--- config.mk ---
export PLATFORM = sky130hd
export DESIGN_NAME = sram_array_flat
export DESIGN_NICKNAME = d
export VERILOG_FILES = /design/src/rtl/sram_array_if.sv /design/src/rtl/sram_array.sv /design/src/flat_wrapper.sv
export SDC_FILE = /design/constraint.sdc
export NUM_CORES = 1
export LEC_CHECK = 0
export ABC_CLOCK_PERIOD_IN_PS = 6000
export BUFFER_PORTS_ARGS = -buffer_cell sky130_fd_sc_hd__buf_2
export CAP_MARGIN = 30
export CORE_ASPECT_RATIO = 0.7
export CORE_MARGIN = 4
export CORE_UTILIZATION = 50
export DETAILED_ROUTE_END_ITERATION = 6
export HOLD_SLACK_MARGIN = 0.06
export PLACE_DENSITY_LB_ADDON = 0.15
export RECOVER_POWER = 100
export SLEW_MARGIN = 5
export SYNTH_ARGS = -nofsm -noshare
export SYNTH_HDL_FRONTEND = slang
export SYNTH_SLANG_ARGS = --single-unit
--- constraint.sdc ---
create_clock -name clk -period 6 [get_ports clk]
set_clock_uncertainty 0.1 [all_clocks]
set_input_delay 0.6 -clock clk [delete_from_list [all_inputs] [get_ports clk]]
set_output_delay 0.6 -clock clk [all_outputs]
set_load 0.03 [all_outputs]
--- src/rtl/sram_array_if.sv ---
// sram_array_if: access/clear bus between a requester and sram_array.
// Ports: req/RW/Address/DataIn/clr from the requester;
//        ready/busy/DataOut/rvalid (and perr with SRAM_ARRAY_PARITY_EN) back.
interface sram_array_if #(
    parameter int WIDTH = 8,
    parameter int DEPTH = 16
) ();
    localparam int ADDR_W = $clog2(DEPTH);

    logic              req;
    logic              RW;
    logic [ADDR_W-1:0] Address;
    logic [WIDTH-1:0]  DataIn;
    logic              clr;
    logic              ready;
    logic              busy;
    logic [WIDTH-1:0]  DataOut;
    logic              rvalid;
`ifdef SRAM_ARRAY_PARITY_EN
    logic              perr;
`endif

    modport master (
        output req, RW, Address, DataIn, clr,
`ifdef SRAM_ARRAY_PARITY_EN
        input  perr,
`endif
        input  ready, busy, DataOut, rvalid
    );

    modport slave (
        input  req, RW, Address, DataIn, clr,
`ifdef SRAM_ARRAY_PARITY_EN
        output perr,
`endif
        output ready, busy, DataOut, rvalid
    );
endinterface

--- src/rtl/sram_array.sv ---
// sram_array: single-port word array with a self-clearing sweep.
// Ports: clk, rst (async active-low), bus (sram_array_if.slave).
// Option: SRAM_ARRAY_PARITY_EN adds a stored even-parity bit and bus.perr.
module sram_array #(
    parameter int WIDTH  = 8,
    parameter int DEPTH  = 16,
    parameter int ADDR_W = $clog2(DEPTH)
) (
    input logic         clk,
    input logic         rst,
    sram_array_if.slave bus
);
    typedef enum logic {CLEAR, IDLE} state_t;

    localparam logic [ADDR_W-1:0] LAST = ADDR_W'(DEPTH - 1);
    localparam logic [ADDR_W:0]   LIM  = (ADDR_W + 1)'(DEPTH);

`ifdef SRAM_ARRAY_PARITY_EN
    localparam int MW = WIDTH + 1;
`else
    localparam int MW = WIDTH;
`endif

    state_t            state;
    logic [ADDR_W-1:0] ptr;
    logic              busy_q;
    logic [MW-1:0]     mem [DEPTH];

    logic              acc;
    logic              in_range;
    logic              we;
    logic [ADDR_W-1:0] wa;
    logic [MW-1:0]     wd;
    logic [ADDR_W-1:0] ridx;
    logic [MW-1:0]     rword;

    // busy is the registered image of the CLEAR state
    assign bus.busy  = busy_q;
    assign bus.ready = ~busy_q & ~bus.clr;

    assign acc      = bus.req & bus.ready;
    assign in_range = {1'b0, bus.Address} < LIM;

    // one write port shared by the sweep and host writes
    assign we = busy_q | (acc & bus.RW & in_range);
    assign wa = busy_q ? ptr : bus.Address;

`ifdef SRAM_ARRAY_PARITY_EN
    assign wd = busy_q ? '0 : {^bus.DataIn, bus.DataIn};
`else
    assign wd = busy_q ? '0 : bus.DataIn;
`endif

    assign ridx  = in_range ? bus.Address : '0;
    assign rword = mem[ridx];

    always_ff @(posedge clk or negedge rst) begin
        if (!rst) begin
            state  <= CLEAR;
            ptr    <= '0;
            busy_q <= 1'b1;
        end else begin
            unique case (state)
                CLEAR: begin
                    if (ptr == LAST) begin
                        state  <= IDLE;
                        busy_q <= 1'b0;
                        ptr    <= '0;
                    end else begin
                        ptr <= ptr + 1'b1;
                    end
                end
                IDLE: begin
                    if (bus.clr) begin
                        state  <= CLEAR;
                        busy_q <= 1'b1;
                        ptr    <= '0;
                    end
                end
                default: begin
                    state  <= CLEAR;
                    busy_q <= 1'b1;
                    ptr    <= '0;
                end
            endcase
        end
    end

    // array contents are not reset; the sweep defines them
    always_ff @(posedge clk) begin
        if (we) begin
            mem[wa] <= wd;
        end
    end

    always_ff @(posedge clk or negedge rst) begin
        if (!rst) begin
            bus.DataOut <= '0;
            bus.rvalid  <= 1'b0;
        end else begin
            bus.rvalid <= acc & ~bus.RW;
            if (acc & ~bus.RW) begin
                bus.DataOut <= in_range ? rword[WIDTH-1:0] : '0;
            end
        end
    end

`ifdef SRAM_ARRAY_PARITY_EN
    always_ff @(posedge clk or negedge rst) begin
        if (!rst) begin
            bus.perr <= 1'b0;
        end else begin
            bus.perr <= acc & ~bus.RW & in_range &
                        (rword[WIDTH] != ^rword[WIDTH-1:0]);
        end
    end
`endif
endmodule

--- src/flat_wrapper.sv ---
// flat-port wrapper written by rule: the top's interface ports become plain ports
module sram_array_flat 
#(
    parameter int WIDTH  = 8,
    parameter int DEPTH  = 16,
    parameter int ADDR_W = $clog2(DEPTH)
)
  (clk, rst, bus_req, bus_RW, bus_Address, bus_DataIn, bus_clr, bus_ready, bus_busy, bus_DataOut, bus_rvalid);
  sram_array_if #(.WIDTH(WIDTH), .DEPTH(DEPTH)) bus_i ();
  input logic clk;
  input logic rst;
  input wire logic [$bits(bus_i.req)-1:0] bus_req;
  input wire logic [$bits(bus_i.RW)-1:0] bus_RW;
  input wire logic [$bits(bus_i.Address)-1:0] bus_Address;
  input wire logic [$bits(bus_i.DataIn)-1:0] bus_DataIn;
  input wire logic [$bits(bus_i.clr)-1:0] bus_clr;
  output wire logic [$bits(bus_i.ready)-1:0] bus_ready;
  output wire logic [$bits(bus_i.busy)-1:0] bus_busy;
  output wire logic [$bits(bus_i.DataOut)-1:0] bus_DataOut;
  output wire logic [$bits(bus_i.rvalid)-1:0] bus_rvalid;
  assign bus_i.req = bus_req;
  assign bus_i.RW = bus_RW;
  assign bus_i.Address = bus_Address;
  assign bus_i.DataIn = bus_DataIn;
  assign bus_i.clr = bus_clr;
  assign bus_ready = bus_i.ready;
  assign bus_busy = bus_i.busy;
  assign bus_DataOut = bus_i.DataOut;
  assign bus_rvalid = bus_i.rvalid;
  sram_array #(.WIDTH(WIDTH), .DEPTH(DEPTH), .ADDR_W(ADDR_W)) u_core (.clk(clk), .rst(rst), .bus(bus_i));
endmodule
After elaboration in Yosys (flattened, before gate mapping):

Memory sizes are Yosys's and may differ from the RTL's. A register that Yosys moved wholly into a read port is not among the register bits.
Index checks and enable logic that the tools add are counted.

* bits in registers: 7
* RAM bits: 128
* output and inout bits: 11
* memories: 1

* add/sub/neg operators: 1
* equal/unequal tests: 3
* multiplexer cells: 13
* bitwise gates (word level): 9
* reduce and logical (&&, ||, !) cells: 2

Memories
* u_core.mem: depth 16, width 8, rd ports 1, clocked after Yosys merged registers in 1, write ports 1, line sram_array.sv:27 `logic [MW-1:0] mem [DEPTH];`

Operators by type and width (number)
* $mux W4: 3
* $mux W8: 1
* $pmux W4 S2: 1
* $mux W1: 6
* $add A4 B1 Y4 const B: 1
* $and A1 B1 Y1: 4
* $eq A4 B4 Y1 const B: 1
* $not A1 Y1: 4
* $pmux W1 S2: 2
* $ne A2 B1 Y1 const B: 1
* $ne A2 B2 Y1 const B: 1
* $reduce_and A2 Y1: 1
* $logic_not A1 Y1: 1
* $or A1 B1 Y1: 1

Logic depth before layout (Yosys ltp):

Gate-level depths: netlist of run 1.

* depth after elaboration: 7
* gate-level depth with buffers: 7

Worst setup path before layout of run 1:

OpenSTA, ideal clock, no wires.

* path kind: input -> register
* start point: input port bus_Address[1]
* end point: memory u_core.mem[11][0] in the netlist's numbering, enable pin
* setup time: 370 ps
* arrival time: 1858 ps
* required time: 5530 ps
* setup slack: 3671 ps
* stages: 5
* path buffers: 2
* cell sequence: buf_2 > buf_1 > inv_1 > o31a_1 > nor2_1

* word-level cells in the longest chain between the ends: 1

Ends and longest elaborated chain
* start, declared: line flat_wrapper.sv:14 `input wire logic [$bits(bus_i.Address)-1:0] bus_Address;`
* $mux W4: line sram_array.sv:46 `assign wa = busy_q ? ptr : bus.Address;`
* end, declared: line sram_array.sv:27

Every way passes these cells.

Worst setup path in the final report of run 1:

* start point: register u_core.busy_q (netlist: u_core.bus.busy)
* end point: register u_core.bus.DataOut[5] (read register of u_core.mem)

* word-level cells in the longest chain between the ends: 4

Ends and longest elaborated chain
* start, declared: line sram_array.sv:26 `logic busy_q;`
* start signal, assigned: line sram_array.sv:61 `busy_q <= 1'b1;`
* start signal, assigned: line sram_array.sv:67 `busy_q <= 1'b0;`
* start signal, assigned: line sram_array.sv:76 `busy_q <= 1'b1;`
* $not A1 Y1: line sram_array.sv:39 `assign bus.ready = ~busy_q & ~bus.clr;`
* $and A1 B1 Y1: line sram_array.sv:39
* $and A1 B1 Y1: line sram_array.sv:41 `assign acc = bus.req & bus.ready;`
* $and A1 B1 Y1: line sram_array.sv:102 `if (acc & ~bus.RW) begin`
* end, declared: line sram_array_if.sv:36 `output ready, busy, DataOut, rvalid`

Every way passes these cells.
A chain may end at the register's enable or synchronous reset.

==> results of run 1 <==
==> sequential cells by signal, indices dropped and copies added, names as in the netlist <==
register	cells
u_core.bus.busy	1
u_core.mem	128
u_core.ptr	4
u_core.bus.rvalid	1
u_core.state	1
u_core.bus.DataOut	8
==> cells by family (layout without fill, tap and decap cells) <==
family                   count (synthesis)  count (layout)
flip-flops                             143             143
buffers and inverters                   23              74
AO/OA/AOI/OAI                           26              26
adder cells (fa/ha/maj)                  1               1
AND/OR/NAND/NOR                         68              68
multiplexers                            52              52
==> power by group through the flow <==
| stage | Clock [uW] | Combinational, uW | Sequential, uW |
|---|---|---|---|
| after global routing | 1090 | 577 | 1460 |
| after CTS | 1050 | 558 | 1440 |
| after floorplan | 0 | 323 | 1460 |
| final | 1040 | 535 | 1440 |
| after global placement | 0 | 541 | 1460 |
| after detailed placement | 0 | 558 | 1460 |
==> cell usage after synthesis (2+ instances only) <==
cell,instances
a32oi_1,2
a22oi_1,3
nand4_1,2
a221o_1,5
clkbuf_1,9
nor3_1,5
dfrtp_1,14
mux4_1,7
mux4_2,21
nor2_1,24
nand3_1,4
nor2b_1,11
mux2i_1,16
inv_1,5
nand4b_1,2
a2bb2oi_1,2
mux2_2,8
edfxtp_1,128
buf_2,5
o21ai_0,8
nand2_1,15
==> worst max path at each step <==
stage                    start               endpoint  slack (ns)
3_3_place_gp    bus_Address[0]      u_core.mem[13][2]        3.00
4_1_cts         bus_Address[0]      u_core.mem[13][3]        3.40
6_report       u_core.bus.busy  u_core.bus.DataOut[5]        2.98
5_1_grt        u_core.bus.busy  u_core.bus.DataOut[5]        2.84
3_5_place_dp    bus_Address[0]      u_core.mem[13][2]        2.97
2_1_floorplan   bus_Address[1]      u_core.mem[11][0]        3.67
==> through the flow <==
stage                     setup WS (ns)  area, um^2
after global placement             3.00        6070
final                              2.98        6620
after detailed placement           2.97        6090
after floorplan                    3.67        5790
after CTS                          3.40        6680
after global routing               2.84        6620
==> layout make-up <==
cell class,count,area [um^2]
Clock buffer,18,429
Tap cell,153,191
Multi-Input combinational cell,147,1450
Clock inverter,14,149
Inverter,5,18.8
Fill cell,829,4550
Timing Repair Buffer,37,168
Sequential cell,143,4220
==> layout by cell type, fill, tap and decap left out, drive strengths merged, types with 2 or more instances in the layout <==
cell      instances
dfrtp            14
clkinv            8
clkinvlp          3
nor2             24
edfxtp          128
nand3             4
mux2i            16
mux4             28
o21ai             8
nand2            15
nand4             2
clkbuf           38
bufinv            3
buf              16
nand4b            2
inv               5
a32oi             2
nor2b            11
a221o             5
a2bb2oi           2
mux2              8
nor3              5
a22oi             3
==> metal layers <==
| layer | routed length, um | up-vias |
|---|---|---|
| li1 | - | 1332 |
| met1 | 5920 | 1560 |
| met2 | 5440 | 128 |
| met3 | 1070 | 13 |
| met4 | 146 | 0 |
| met5 | 0 | - |
==> worst max-delay path: cells and delay by family, from the launching register on <==
kind	cells	cell delay, ns
AND/OR/NAND/NOR	2	1.09
AO/OA/AOI/OAI	1	0.39
buffers and inverters	1	0.19
flip-flops	1	1.11
==> repair_timing <==
action | 4_1_cts | 5_1_grt
hold buffers | 1 | 0
setup buffers | 0 | 0
setup endpoints to repair | 0 | 0
endpoints found under the hold margin | 14 | 0
==> Implementation_results.wiki, run 1 <==
{| class="wikitable"
! Metric !! Value
|-
| Clock tree from TritonCTS || yes
|-
| Worst Path Max Fanout || 25
|-
| Number of cells on the worst hold path || 3
|-
| Clock power frac || 0.344
|-
| Post-Synth Adder-Cell Area || 0.00216
|-
| Post-cts repair resize count || 0
|-
| Seq pwr share || 0.479
|-
| Worst endpoint data arrival time || approximately 3.2 ns
|-
| Series of cell instances along the critical path || or4b_1 > inv_1 > and2_0 > a221o_1
|-
| Global Route met1 Usage || 0.319
|-
| Gpl congestion || 0.822
|-
| Combinational cell fraction of total power || 0.177
|-
| Reg-to-reg critical path endpoint || u_core.bus.DataOut[5]
|-
| Mean post-synth cell area || ~18 um^2
|-
| Hpwl dp || just over 8000 um
|-
| Count of flip-flops with a built-in enable after synthesis || about 130
|-
| Synth warnings || 0
|-
| Number of cells traversed by the worst register-to-register path || 4
|-
| Cells after synthesis || approximately 310
|-
| Critical path class || reg -> reg
|-
| Number of max-slew violations in the final report || 0
|-
| Number of antenna violations at the first check in global routing || 0
|-
| Chip Width || approximately 140 um
|-
| Vias per std cell || 5.87
|-
| Fraction of layout cells with a size suffix above 1 || 0.201
|-
| Worst-Skew Late Latency || around 0.42 ns
|-
| Clock transition time at the flip-flop clock pins of the worst setup and hold paths || roughly 0.06 ns
|-
| Simple logic cell fraction of the synthesized area || 0.0573
|-
| Starting utilization of the core area || 0.518
|-
| Final TNS setup || 0 ns
|-
| Top area cells in the synthesized netlist || edfxtp_1 (66%), mux4_2 (8.2%), dfrtp_1 (6.1%)
|-
| Total detailed-routing wirelength || 12600 um
|-
| Kind of start point of the critical path || register
|-
| Launching point of the worst reg2reg path || u_core.bus.busy
|-
| Die Outline Area || ~0.013 mm^2
|-
| Power, Total || between 3000 and 4000 uW
|-
| Cell Area, Synth || between 0.005 and 0.006 mm^2
|-
| Fin nets || around 370
|-
| PwrDens || ~460 mW/mm^2
|-
| Worst-case register-to-register setup slack || 2.98 ns
|-
| Endpoint type of the worst setup path || register
|-
| Row count || 32
|-
| Initial detailed-routing violation count || between 300 and 400
|-
| GR met3 Demand/Resource || 0.0613
|-
| Combinational family with the most area after synthesis || multiplexers
|-
| Core ar. || roughly 0.011 mm^2
|-
| Synth async-reset ratio || 0.105
|-
| HP Start || bus_clr
|-
| First-pass iteration count of the detailed router || 5
|-
| Slowest library cell on the worst path || dfstp_1
|-
| Global routing's busiest layer || met1
|-
| Buffer depth of the longest clock path || 2
|-
| Proportion of netlist area held by the largest area contributor || 0.664
|-
| Synthesized net count || 331
|-
| Final critical-path share of the clock period || 0.503
|-
| Highest Clock Rate || ~330 MHz
|-
| CTS H-tree lvls || 4
|-
| Required time of the critical path || 6.19 ns
|-
| Via count of the first global-routing pass || just under 3000
|-
| Final ANT Viol Nets || 0
|-
| Global-route usage over all layers || 0.200
|-
| Hold Fails Final Rpt || 0
|-
| Average wire length per cell after detail routing || between 20 and 25 um
|-
| Number of unique standard cell types used by synthesis || 38
|-
| P_leak || ~0.0023 uW
|-
| Synth Area in XOR/XNOR || 0
|-
| Final Non-Filler Cells || 517
|-
| Met2 layer usage reported by global route || 0.261
|-
| DRC errors left || 0
|-
| Worst slew margin relative to its limit || 0.309
|-
| Register bit total from synthesis || approximately 140
|-
| RSZ-0062 raised after global routing || no
|-
| Final design utilization || 0.593
|-
| Wire length of the first global-routing pass || around 19000 um
|-
| I/O pin count || 28
|-
| Kind of path behind the tightest hold check || in -> reg
|-
| End point of the most critical hold path || u_core.bus.busy
|-
| Number of vias in the routed layout || 3033
|-
| Slew at the pin closest to its max-slew limit || around 1.0 ns
|-
| Clk sink count || approximately 140
|-
| Number of antenna repair diodes || 0
|-
| VDD IR-drop max || roughly 0.31 mV
|-
| Multiplexer share of the synthesized area || 0.157
|-
| Clock root cell || clkbuf_16
|-
| Part of the Yosys area used for sequential elements || 0.729
|-
| Switching Fraction || 0.288
|-
| Maximum cell stage delay along the critical path || around 1.1 ns
|-
| Area fraction in compound gates after synthesis || 0.0339
|-
| Number of input and output port buffers inserted || 27
|-
| Total of max-cap violations || 0
|-
| Cell Count Post-Placement || 484
|-
| Post-synth top area cell || edfxtp_1
|-
| Die height || 98.0 um
|-
| Maximum number of pins on one net before global-route repair || 36
|-
| Switching power total || between 800 and 900 uW
|-
| Ys flop type || edfxtp_1
|-
| Final period demand of the worst path || 3.02 ns
|-
| Number of buffers created by CTS || 17
|-
| Run status || finished, final reports clean
|-
| Aggregate global routing overflow || 0
|-
| Int Pwr || 2150 uW
|-
| Number of setup violations in the final report || 0
|-
| Tightest hold margin || between 0.4 and 0.5 ns
|-
| Area growth from synthesis to layout || 14.4%
|}
No activity file was read; power rests on OpenSTA's default activity.
==> run 2, diff against run 1 <==
--- a/config.mk
+++ b/config.mk
@@ -5,7 +5,7 @@
 export SDC_FILE = /design/constraint.sdc
 export NUM_CORES = 1
 export LEC_CHECK = 0
-export ABC_CLOCK_PERIOD_IN_PS = 6000
+export ABC_CLOCK_PERIOD_IN_PS = 3100
 export BUFFER_PORTS_ARGS = -buffer_cell sky130_fd_sc_hd__buf_2
 export CAP_MARGIN = 30
 export CORE_ASPECT_RATIO = 0.7
==> constraint.sdc (replaced) <==
create_clock -name clk -period 3.1 [get_ports clk]
set_clock_uncertainty 0.1 [all_clocks]
set_input_delay 0.31 -clock clk [delete_from_list [all_inputs] [get_ports clk]]
set_output_delay 0.31 -clock clk [all_outputs]
set_load 0.03 [all_outputs]
==> run 2 against run 1 <==
Compared with the run above:
- sequential cell count is the same
- largest cell class unchanged
- sequential power rose by 93%
- die area unchanged
- clock-buffer cell count is the same
- clock power rose by 89%
- maximum frequency rose by 17%
- first-iteration DRC count is 0.89% lower
- routed wire length is 5.5% lower
==> Implementation_results.wiki, run 2 (synthesis gave the netlist of run 1 again) <==
{| class="wikitable"
! Metric !! Value
|-
| Combinational cell fraction of total power || 0.179
|-
| Vias per std cell || around 5.7
|-
| Number of vias in the routed layout || 3036
|-
| Worst-Skew Late Latency || just over 0.4 ns
|-
| Chip Width || 137 um
|-
| PwrDens || 865 mW/mm^2
|-
| CTS H-tree lvls || 4
|-
| RSZ-0062 raised after global routing || no
|-
| Number of antenna repair diodes || 0
|-
| Gpl congestion || slightly above 0.8
|-
| Final TNS setup || 0 ns
|-
| Final critical-path share of the clock period || 0.835
|-
| Number of max-slew violations in the final report || 0
|-
| Max reg flops || roughly 130
|-
| Setup slack at placement || 0.604 ns
|-
| Clock root cell || clkbuf_16
|-
| Hpwl dp || between 7000 and 8000 um
|-
| Area growth from synthesis to layout || 15.4%
|-
| Total detailed-routing wirelength || 11900 um
|-
| Number of setup violations in the final report || 0
|-
| Worst endpoint data arrival time || between 2 and 3 ns
|-
| Worst slew margin relative to its limit || 0.363
|-
| Die Outline Area || ~0.013 mm^2
|-
| Power, Total || about 5800 uW
|-
| First-pass iteration count of the detailed router || 5
|-
| Post-cts repair resize count || 0
|-
| Top flop regs || u_core.mem (128), u_core.bus.DataOut (8), u_core.ptr (4)
|-
| Number of buffers inserted by post-CTS setup repair || 0
|-
| Int Pwr || 4050 uW
|-
| Highest Clock Rate || 387 MHz
|-
| Maximum number of pins on one net before global-route repair || 36
|-
| Clock power frac || 0.341
|-
| Wire length of the first global-routing pass || ~18000 um
|-
| Largest reg by FF count || u_core.mem
|-
| Number of antenna violations at the first check in global routing || 0
|-
| Clock tree from TritonCTS || yes
|-
| VDD IR-drop max || 0.433 mV
|-
| Aggregate global routing overflow || 0
|-
| Final ANT Viol Nets || 0
|-
| Switching Fraction || 0.298
|-
| Kind of path behind the tightest hold check || in -> reg
|-
| Tightest hold margin || ~0.12 ns
|-
| Global-route usage over all layers || 0.193
|-
| Endpoint type of the worst setup path || register
|-
| Top library cells by usage in the layout, fill and taps aside || edfxtp_1 (128), clkbuf_1 (33), nor2_1 (24)
|-
| Via count of the first global-routing pass || about 3100
|-
| Final period demand of the worst path || roughly 2.6 ns
|-
| Worst Path Max Fanout || 25
|-
| Switching power total || about 1700 uW
|-
| Slowest library cell on the worst path || dfstp_2
|-
| I/O pin count || 28
|-
| Critical path class || reg -> reg
|-
| Initial detailed-routing violation count || about 340
|-
| Worst Slack Setup Final || slightly above 0.5 ns
|-
| Most common cell after layout, fill and taps aside || edfxtp_1
|-
| Buffer depth of the longest clock path || 2
|-
| Hold Fails Final Rpt || 0
|-
| Row count || 32
|-
| P_leak || between 0.002 and 0.0025 uW
|-
| Kind of start point of the critical path || register
|-
| Core ar. || approximately 0.011 mm^2
|-
| Total of max-cap violations || 0
|-
| Starting utilization of the core area || 0.518
|-
| Series of cell instances along the critical path || or4b_1 > inv_1 > and2_0 > a221o_1
|-
| DRC errors left || 0
|-
| Total of hold buffers inserted after clock tree synthesis || 1
|-
| Maximum cell stage delay along the critical path || roughly 0.85 ns
|-
| Die height || 98.0 um
|-
| Clock transition time at the flip-flop clock pins of the worst setup and hold paths || ~0.060 ns
|-
| Seq pwr share || 0.481
|-
| Fin nets || around 380
|-
| Clk sink count || between 100 and 150
|-
| Number of buffers created by CTS || 17
|-
| Fraction of layout cells with a size suffix above 1 || 0.206
|-
| Number of input and output port buffers inserted || 27
|-
| Slew at the pin closest to its max-slew limit || 0.955 ns
|-
| Required time of the critical path || 3.30 ns
|-
| Run status || finished, final reports clean
|-
| Average wire length per cell after detail routing || between 20 and 25 um
|}
run 2: metrics by stage:
stage / utilization / cell area [um^2] / cells
after global placement: 0.552 / 6160 / 495
after detailed placement: 0.552 / 6170 / 496
after global routing: 0.598 / 6680 / 531
after floorplan: - / 5790 / 313
final: 0.598 / 6680 / 531
after CTS: 0.605 / 6750 / 529
run 2: final timing paths:
| path | startpoint | end | slack (ns) | depth (start not counted) |
|---|---|---|---|---|
| max | u_core.bus.busy | u_core.bus.DataOut[2] | 0.51 | 4 |
| min | bus_clr | u_core.bus.busy | 0.12 | 3 |
| max reg2reg | u_core.bus.busy | u_core.bus.DataOut[2] | 0.51 | 4 |
| min reg2reg | u_core.bus.DataOut[3] | u_core.bus.DataOut[3] | 0.41 | 2 |
| max in group asynchronous | rst | u_core.bus.DataOut[5] | 1.86 | 2 |
| min in group asynchronous | rst | u_core.ptr[2] | 0.46 | 2 |
run 2: final cells by class:
class / count / area (um^2)
Timing Repair Buffer: 51 / 228
Tap cell: 153 / 191
Multi-Input combinational cell: 147 / 1450
Clock buffer: 18 / 429
Clock inverter: 14 / 144
Fill cell: 845 / 4490
Inverter: 5 / 18.8
Sequential cell: 143 / 4220
run 2: power by group through the flow:
stage                     Clock, uW  Sequential (uW)  Combinational (uW)
final                          1970             2780                1030
after global routing           2110             2820                1130
after CTS                      2000             2770                1110
after detailed placement          0             2810                1100
after global placement            0             2800                1070
after floorplan                   0             2830                 625
run 2: critical path, delay by kind of cell (launching register included):
kind | cells | cell delay (ns)
DFF | 1 | 0.85
and+or+nand+nor | 2 | 0.99
buffers and inverters | 1 | 0.15
AOI/OAI and AO/OA | 1 | 0.37
run 2: per-layer routing:
metal	wire, um	GRT usage	part of all wire	vias up
met5	0	0	0	-
met4	127	0.0565	0.011	0
met3	803	0.0628	0.068	11
met2	5460	0.276	0.46	98
met1	5490	0.284	0.46	1563
li1	-	-	-	1364
